--- config.mk ---
export PLATFORM = sky130hd
export DESIGN_NAME = alu_reservation_station
export DESIGN_NICKNAME = d
export VERILOG_FILES = /design/src/rtl/alu_reservation_station.sv
export SDC_FILE = /design/constraint.sdc
export NUM_CORES = 1
export LEC_CHECK = 0
export BUFFER_PORTS_ARGS = -buffer_cell sky130_fd_sc_hd__buf_2
export CORE_MARGIN = 1.5
export CORE_UTILIZATION = 30
export CTS_CLUSTER_DIAMETER = 50
export DETAILED_ROUTE_END_ITERATION = 10
export SYNTH_ARGS = -nofsm -noshare
export SYNTH_HDL_FRONTEND = slang
export SYNTH_SLANG_ARGS = --single-unit
--- constraint.sdc ---
create_clock -name clk -period 2.94 [get_ports clk]
set_clock_uncertainty 0.15 [all_clocks]
set_input_delay 0.588 -clock clk [delete_from_list [all_inputs] [get_ports clk]]
set_output_delay 0.588 -clock clk [all_outputs]
set_load 0.05 [all_outputs]
--- src/rtl/alu_reservation_station.sv ---
// ALU reservation station.
// Holds ALU commands until both operands are known, snoops the CDB to pick
// up pending operands, hands ready commands to the ALU over a valid/ready
// handshake, and keeps each entry's result tag reserved until the CDB
// broadcasts that result.
module alu_reservation_station #(
  parameter int DATA_WIDTH    = 4,
  parameter int CDB_TAG_WIDTH = 4,
  parameter int ENTRIES       = 4,
  parameter int OP_WIDTH      = 3,
  parameter int TAG_BASE      = 1
) (
  input  logic                     clk,
  input  logic                     rst_n,
  input  logic                     cdb_in_valid,
  input  logic [CDB_TAG_WIDTH-1:0] cdb_in_tag,
  input  logic [DATA_WIDTH-1:0]    cdb_in_data,
  input  logic                     command_update_en,
  input  logic [OP_WIDTH-1:0]      command_op,
  input  logic [DATA_WIDTH-1:0]    operand_a_data,
  input  logic                     operand_a_data_is_valid,
  input  logic [DATA_WIDTH-1:0]    operand_b_data,
  input  logic                     operand_b_data_is_valid,
  output logic                     command_update_accepted,
  output logic [CDB_TAG_WIDTH-1:0] command_result_cdb_tag,
  output logic                     issue_valid,
  output logic [OP_WIDTH-1:0]      issue_op,
  output logic [DATA_WIDTH-1:0]    issue_a,
  output logic [DATA_WIDTH-1:0]    issue_b,
  output logic [CDB_TAG_WIDTH-1:0] issue_tag,
  input  logic                     issue_ready,
  output logic                     full
);

  localparam int IDX_W = (ENTRIES > 1) ? $clog2(ENTRIES) : 1;

  typedef enum logic [1:0] {
    ST_FREE    = 2'd0,
    ST_WAITING = 2'd1,
    ST_READY   = 2'd2,
    ST_ISSUED  = 2'd3
  } state_e;

  // Operand fields hold the value once resolved; while pending, their low
  // CDB_TAG_WIDTH bits hold the producer tag being waited on.
  state_e                  state_q [ENTRIES];
  state_e                  state_d [ENTRIES];
  logic [OP_WIDTH-1:0]     op_q    [ENTRIES];
  logic [OP_WIDTH-1:0]     op_d    [ENTRIES];
  logic [DATA_WIDTH-1:0]   a_q     [ENTRIES];
  logic [DATA_WIDTH-1:0]   a_d     [ENTRIES];
  logic [DATA_WIDTH-1:0]   b_q     [ENTRIES];
  logic [DATA_WIDTH-1:0]   b_d     [ENTRIES];
  logic                    a_rdy_q [ENTRIES];
  logic                    a_rdy_d [ENTRIES];
  logic                    b_rdy_q [ENTRIES];
  logic                    b_rdy_d [ENTRIES];

  logic                    cdb_hit;
  logic                    free_found;
  logic [IDX_W-1:0]        alloc_idx;
  logic [IDX_W-1:0]        issue_idx;
  logic                    issue_fire;

  function automatic logic [CDB_TAG_WIDTH-1:0] entry_tag(input int idx);
    return CDB_TAG_WIDTH'(TAG_BASE + idx);
  endfunction

  // Tag 0 is never allocated, so a broadcast of it is treated as no broadcast.
  assign cdb_hit = cdb_in_valid && (cdb_in_tag != '0);

  // Lowest-index FREE entry, taken from registered state only, so an entry
  // retiring this cycle is not reused until the next one.
  always_comb begin
    free_found             = 1'b0;
    alloc_idx              = '0;
    command_result_cdb_tag = entry_tag(0);
    for (int i = 0; i < ENTRIES; i++) begin
      if (!free_found && state_q[i] == ST_FREE) begin
        free_found             = 1'b1;
        alloc_idx              = IDX_W'(i);
        command_result_cdb_tag = entry_tag(i);
      end
    end
  end

  assign full                    = !free_found;
  assign command_update_accepted = command_update_en && !full;

  // Lowest-index READY entry drives the issue port; zeros when none is ready.
  always_comb begin
    issue_valid = 1'b0;
    issue_idx   = '0;
    issue_op    = '0;
    issue_a     = '0;
    issue_b     = '0;
    issue_tag   = '0;
    for (int i = 0; i < ENTRIES; i++) begin
      if (!issue_valid && state_q[i] == ST_READY) begin
        issue_valid = 1'b1;
        issue_idx   = IDX_W'(i);
        issue_op    = op_q[i];
        issue_a     = a_q[i];
        issue_b     = b_q[i];
        issue_tag   = entry_tag(i);
      end
    end
  end

  assign issue_fire = issue_valid && issue_ready;

  // Per-entry next state: allocation with same-cycle CDB forward, operand
  // snoop, issue handshake and retire on the entry's own tag.
  always_comb begin
    logic a_ok;
    logic b_ok;
    logic [DATA_WIDTH-1:0] a_val;
    logic [DATA_WIDTH-1:0] b_val;
    for (int i = 0; i < ENTRIES; i++) begin
      state_d[i] = state_q[i];
      op_d[i]    = op_q[i];
      a_d[i]     = a_q[i];
      b_d[i]     = b_q[i];
      a_rdy_d[i] = a_rdy_q[i];
      b_rdy_d[i] = b_rdy_q[i];
      a_ok       = 1'b0;
      b_ok       = 1'b0;
      a_val      = '0;
      b_val      = '0;
      case (state_q[i])
        ST_FREE: begin
          if (command_update_accepted && alloc_idx == IDX_W'(i)) begin
            a_ok  = operand_a_data_is_valid;
            a_val = operand_a_data;
            if (!operand_a_data_is_valid && cdb_hit &&
                cdb_in_tag == operand_a_data[CDB_TAG_WIDTH-1:0]) begin
              a_ok  = 1'b1;
              a_val = cdb_in_data;
            end
            b_ok  = operand_b_data_is_valid;
            b_val = operand_b_data;
            if (!operand_b_data_is_valid && cdb_hit &&
                cdb_in_tag == operand_b_data[CDB_TAG_WIDTH-1:0]) begin
              b_ok  = 1'b1;
              b_val = cdb_in_data;
            end
            op_d[i]    = command_op;
            a_d[i]     = a_val;
            b_d[i]     = b_val;
            a_rdy_d[i] = a_ok;
            b_rdy_d[i] = b_ok;
            state_d[i] = (a_ok && b_ok) ? ST_READY : ST_WAITING;
          end
        end
        ST_WAITING: begin
          a_ok = a_rdy_q[i];
          b_ok = b_rdy_q[i];
          if (!a_rdy_q[i] && cdb_hit && cdb_in_tag == a_q[i][CDB_TAG_WIDTH-1:0]) begin
            a_ok   = 1'b1;
            a_d[i] = cdb_in_data;
          end
          if (!b_rdy_q[i] && cdb_hit && cdb_in_tag == b_q[i][CDB_TAG_WIDTH-1:0]) begin
            b_ok   = 1'b1;
            b_d[i] = cdb_in_data;
          end
          a_rdy_d[i] = a_ok;
          b_rdy_d[i] = b_ok;
          if (a_ok && b_ok) begin
            state_d[i] = ST_READY;
          end
        end
        ST_READY: begin
          if (issue_fire && issue_idx == IDX_W'(i)) begin
            state_d[i] = ST_ISSUED;
          end
        end
        ST_ISSUED: begin
          if (cdb_hit && cdb_in_tag == entry_tag(i)) begin
            state_d[i] = ST_FREE;
          end
        end
        default: state_d[i] = ST_FREE;
      endcase
    end
  end

  // Entry registers; reset discards every entry, including in-flight ones.
  always_ff @(posedge clk) begin
    for (int i = 0; i < ENTRIES; i++) begin
      if (!rst_n) begin
        state_q[i] <= ST_FREE;
        op_q[i]    <= '0;
        a_q[i]     <= '0;
        b_q[i]     <= '0;
        a_rdy_q[i] <= 1'b0;
        b_rdy_q[i] <= 1'b0;
      end else begin
        state_q[i] <= state_d[i];
        op_q[i]    <= op_d[i];
        a_q[i]     <= a_d[i];
        b_q[i]     <= b_d[i];
        a_rdy_q[i] <= a_rdy_d[i];
        b_rdy_q[i] <= b_rdy_d[i];
      end
    end
  end

endmodule

## Word-level counts from Yosys, hierarchy flattened

Memory sizes are Yosys's and may differ from the RTL's.
Index checks and enable logic that the tools add are counted.

- Reductions and logical operators: 73
- Eq/ne operators: 32
- Mux-type cells: 167
- Bitwise gates (word level): 24

Operators with widths:

| cell | number |
|---|---|
| $mux 4 | 38 |
| $pmux 4 s2 | 8 |
| $mux 1 | 63 |
| $mux 2 | 30 |
| $logic_and 1x1->1 | 49 |
| $mux 3 | 16 |
| $eq 4x4->1 | 10 |
| $pmux 2 s4 | 4 |
| $eq 2x2->1 const B | 12 |
| $or 1x1->1 | 24 |
| $logic_not 1->1 | 17 |
| $pmux 1 s2 | 8 |
| $eq 2x1->1 const B | 6 |
| $logic_not 2->1 | 6 |
| $eq 4x2->1 const B | 2 |
| $eq 4x1->1 const B | 1 |
| $eq 4x3->1 const B | 1 |
| $reduce_bool 4->1 | 1 |

- Input bits: 26
- Bits in registers: 0
- Memories kept: 6
- Bits in writable memories: 60
- Output and inout port bits: 22

Memory list:

| memory | depth | bits a word | read ports | clocked after Yosys merged registers in | wr ports | line | RTL |
|---|---|---|---|---|---|---|---|
| a_q | 4 | 4 | 4 | 0 | 4 | 50 | `logic [DATA_WIDTH-1:0] a_q [ENTRIES];` |
| b_q | 4 | 4 | 4 | 0 | 4 | 52 | `logic [DATA_WIDTH-1:0] b_q [ENTRIES];` |
| op_q | 4 | 3 | 4 | 0 | 4 | 48 | `logic [OP_WIDTH-1:0] op_q [ENTRIES];` |
| state_q | 4 | 2 | 4 | 0 | 4 | 46 | `state_e state_q [ENTRIES];` |
| a_rdy_q | 4 | 1 | 4 | 0 | 4 | 54 | `logic a_rdy_q [ENTRIES];` |
| b_rdy_q | 4 | 1 | 4 | 0 | 4 | 56 | `logic b_rdy_q [ENTRIES];` |

## Longest topological paths before layout

An unclocked memory read counts as a cell.

- Depth after elaboration: 21
- Depth in mapped cells: 9

## Worst setup path after synthesis

No wires, ideal clock.

- Kind: flip-flop to output port
- Start: memory state_q[0][0] (netlist bit)
- End: output command_update_accepted
- Path buffers: 1
- Slack: -0.877 ns
- Arrival time: 3.079 ns
- Stages on the path, launching flop included: 6
- Cell sequence: dfxtp_1 > inv_1 > ha_1 > buf_6 > nor4_1 > nor2b_1

RTL lines:

| item | line | RTL |
|---|---|---|
| start: declaration | 46 |  |
| end: declaration | 24 | `output logic command_update_accepted,` |

==> results.md <==
- Outcome: finished clean
- Crit end category: output port
- Largest family of logic cells by synthesized area: compound AO/OA/AOI/OAI gates
- Clock-pin slew on the worst setup and hold paths: 50 ps
- Most common cell after layout, fill and taps aside: dfxtp_1
- Initial antenna violation count: 0
- # nets final: 585
- Most common cell on crit path: nor2_1
- Fin util: 35.3%
- Slew margin rel.: 49.2%
- Post-synth EDFFs: 2
- Die H: 125 um
- Ant. Diodes: 0
- Final Slew Violations: 0
- Multiplexer share of the synthesized area: approximately 7.2%
- Final-report setup violation count: 0
- Vias: 4071
- CTS tree: built
- FILL cells: between 1000 and 1500
- CP max FO: 27
- #FFs+latches synth: 60
- Final hold vios: 0
- CP peak stage delay: 330 ps
- Routed WL: 13700 um
- Most frequent cells in the layout: dfxtp_1 (57), nor2_1 (53), buf_2 (37)
- Lkg Pwr: 0.00220 uW
- Core Rows: 44
- Min Tclk post-route: roughly 2800 ps
- First-pass GRT wire length: 21900 um
- Post-route ant nets: 0
- Initial drt markers: 357
- Top delay family on crit path: buffers and inverters
- Netlist cell types: 61
- Worst-margin pin slew: approximately 760 ps
- Number of remaining DRC errors: 0
- WP data arrival: 2080 ps
- Dpl ws: 254 ps
- Final worst-path cycle share: between 90% and 100%
- I/O pin cnt: 48
- Final worst slack: about 120 ps
- Max_cap viols: 0
- Post-Syn Area: 4430 um^2
- Compound-Gate Fraction of Synth Area: 24.7%
- Die width: between 100 and 150 um
- Synth Area in Adders: 5.08%
- Hold Path Class: register to register
- CTS H-tree lvls: 3
- Floorplan core area: 14500 um^2
- Setup repair after global routing missed its margin: false
- Worst path required time: roughly 2200 ps
- IO buf count: 45
- Setup Fix Bufs, Post-CTS: 0
- Slowest CP cell: dfxtp_1
- GRT Total Usage: 17.9%
- Simple-gate share of the synthesized area: 20.0%
- Die footprint: ~16000 um^2
- Clk Latency, worst-skew pair: between 300 and 400 ps
- Syn. warnings: 0
- Synth-to-Final Area Change: 15.2%
- Buf/Inv on CP: 3
- Gr ovfl total: 0
- Pin count of the biggest net entering global routing: 31
- Clk root buf: clkbuf_16
- Mapped Cells: 506
- Syn_area_per_cell: 8.76 um^2
- Layout cells sized above 1: 19.6%
- Register area share after synthesis: 27.5%
- Kind of critical path: register to output port
- Cts bufs inserted: 9
- Power per standard cell area: between 800 and 900 nW/um^2
- Asr flop ratio synth: 0%
- Worst-path cell chain: inv_1 -> ha_1 -> buf_6 -> nor2_1 -> a21oi_1 -> nor2_1 -> a221o_1 -> buf_2
- Initial core utilization: 30.6%
- Final RePlAce weighted congestion: between 0.9 and 1
- Maximum buffer depth of the clock tree: 2
- Worst setup SP type: register
- Post-detail-place hpwl: around 10000 um
- Worst vdd ir: 646 uV
- CTS sink cnt: 60
- Via density: 5.58
- Vias in the first global route: 4030
- Fmax achieved: roughly 350 MHz
- Top FF cell, synth: dfxtp_1
- Pre-antenna DRT Iters: 5
- Xor/xnor cell area share of the yosys netlist: around 8%
- Drt wl/cell: 18.7 um
synthesized netlist by cell type (5+ instances only):
library cell | number | share of area (%)
nor2b_1 | 5 | 0.71
nand2_1 | 31 | 2.6
mux2i_1 | 32 | 7.2
a31oi_1 | 5 | 0.71
o22ai_1 | 5 | 0.71
o2bb2ai_1 | 12 | 2.4
nor3_1 | 7 | 0.79
clkbuf_1 | 12 | 1.0
ha_1 | 18 | 5.1
nand3_2 | 5 | 1.1
dfxtp_1 | 58 | 26
o21ai_0 | 14 | 1.6
buf_1 | 7 | 0.59
buf_4 | 6 | 1.0
a221o_1 | 27 | 6.1
buf_6 | 11 | 2.8
nand3_1 | 8 | 0.90
nor2_1 | 53 | 4.5
a21o_1 | 6 | 1.0
nand2b_1 | 7 | 0.99
xor2_1 | 16 | 3.2
a21oi_1 | 24 | 2.7
xnor2_1 | 24 | 4.7
inv_1 | 21 | 1.8
and3_1 | 20 | 2.8
registers in the layout (all words and copies together), names as in the netlist:
name and count:
b_q 16, a_rdy_q 4, a_q 16, state_q 8
b_rdy_q 4, op_q 12
layer usage:
layer	up-vias	track usage [%]	share of wire, %
met5	-	0	0
met4	0	6.36	2.5
met3	24	3.95	5.2
met2	132	28.2	45
met1	1998	24.0	48
li1	1917	-	-
cells by family after synthesis:
logic type	after synthesis
DFF	60
AOI/OAI and AO/OA	131
muxes	32
xor gates and xnor gates	40
and+or+nand+nor	164
adders and majority gates	18
other	1
buffers and inverters	60
power breakdown:
| group | internal [uW] | switching [uW] | total [uW] |
|---|---|---|---|
| sequential | 965 | 146 | 1110 |
| clock | 638 | 371 | 1010 |
| combinational | 737 | 1330 | 2060 |
| total | 2340 | 1840 | 4180 |
stage by stage:
stage | instance area (um^2) | std cells | hold WS [ps] | total power (uW) | TNS (ps)
after floorplan | 4440 | 507 | 287 | 2660 | -115
after global placement | 4770 | 714 | 296 | 3070 | 0
after detailed placement | 4770 | 714 | 312 | 3130 | 0
after CTS | 5060 | 730 | 320 | 4150 | 0
after global routing | 5110 | 730 | 356 | 4440 | 0
final | 5110 | 730 | 316 | 4180 | 0
layout make-up:
| cell class | instances | area [um^2] | area share [%] |
|---|---|---|---|
| flip-flops and latches | 60 | 1220 | 23.9 |
| multi-input cells | 387 | 2910 | 57.0 |
| clock buffers | 15 | 278 | 5.44 |
| well taps | 184 | 230 | 4.51 |
| inverters | 21 | 78.8 | 1.54 |
| repair buffers | 62 | 380 | 7.45 |
| clock inverters | 1 | 5.00 | 0.0980 |
repair_timing:
item	CTS	global route
hold buffers	0	0
pin swaps	0	1
endpoints found under the setup margin	4	12
resized for setup	2	14
path summary, 6_finish.rpt:
path                                     from  depth (start not counted)  slack [ps]          to
worst min register to register     op_q[0][0]                          2         320  op_q[0][0]
worst max register to register  state_q[0][1]                          7         380   a_q[1][0]
worst min-delay path               op_q[0][0]                          2         320  op_q[0][0]
worst max-delay path            state_q[1][0]                          8         120  issue_b[2]
worst register-to-register path, delay by kind of cell (launching register included):
family / cells / cell delay, ps
buffers and inverters: 1 / 130
AO/OA/AOI/OAI: 3 / 890
adder cells (fa/ha/maj): 1 / 460
AND/OR/NAND/NOR: 2 / 500
flip-flops: 1 / 360
Note: power is estimated with default switching activity, not from simulation.
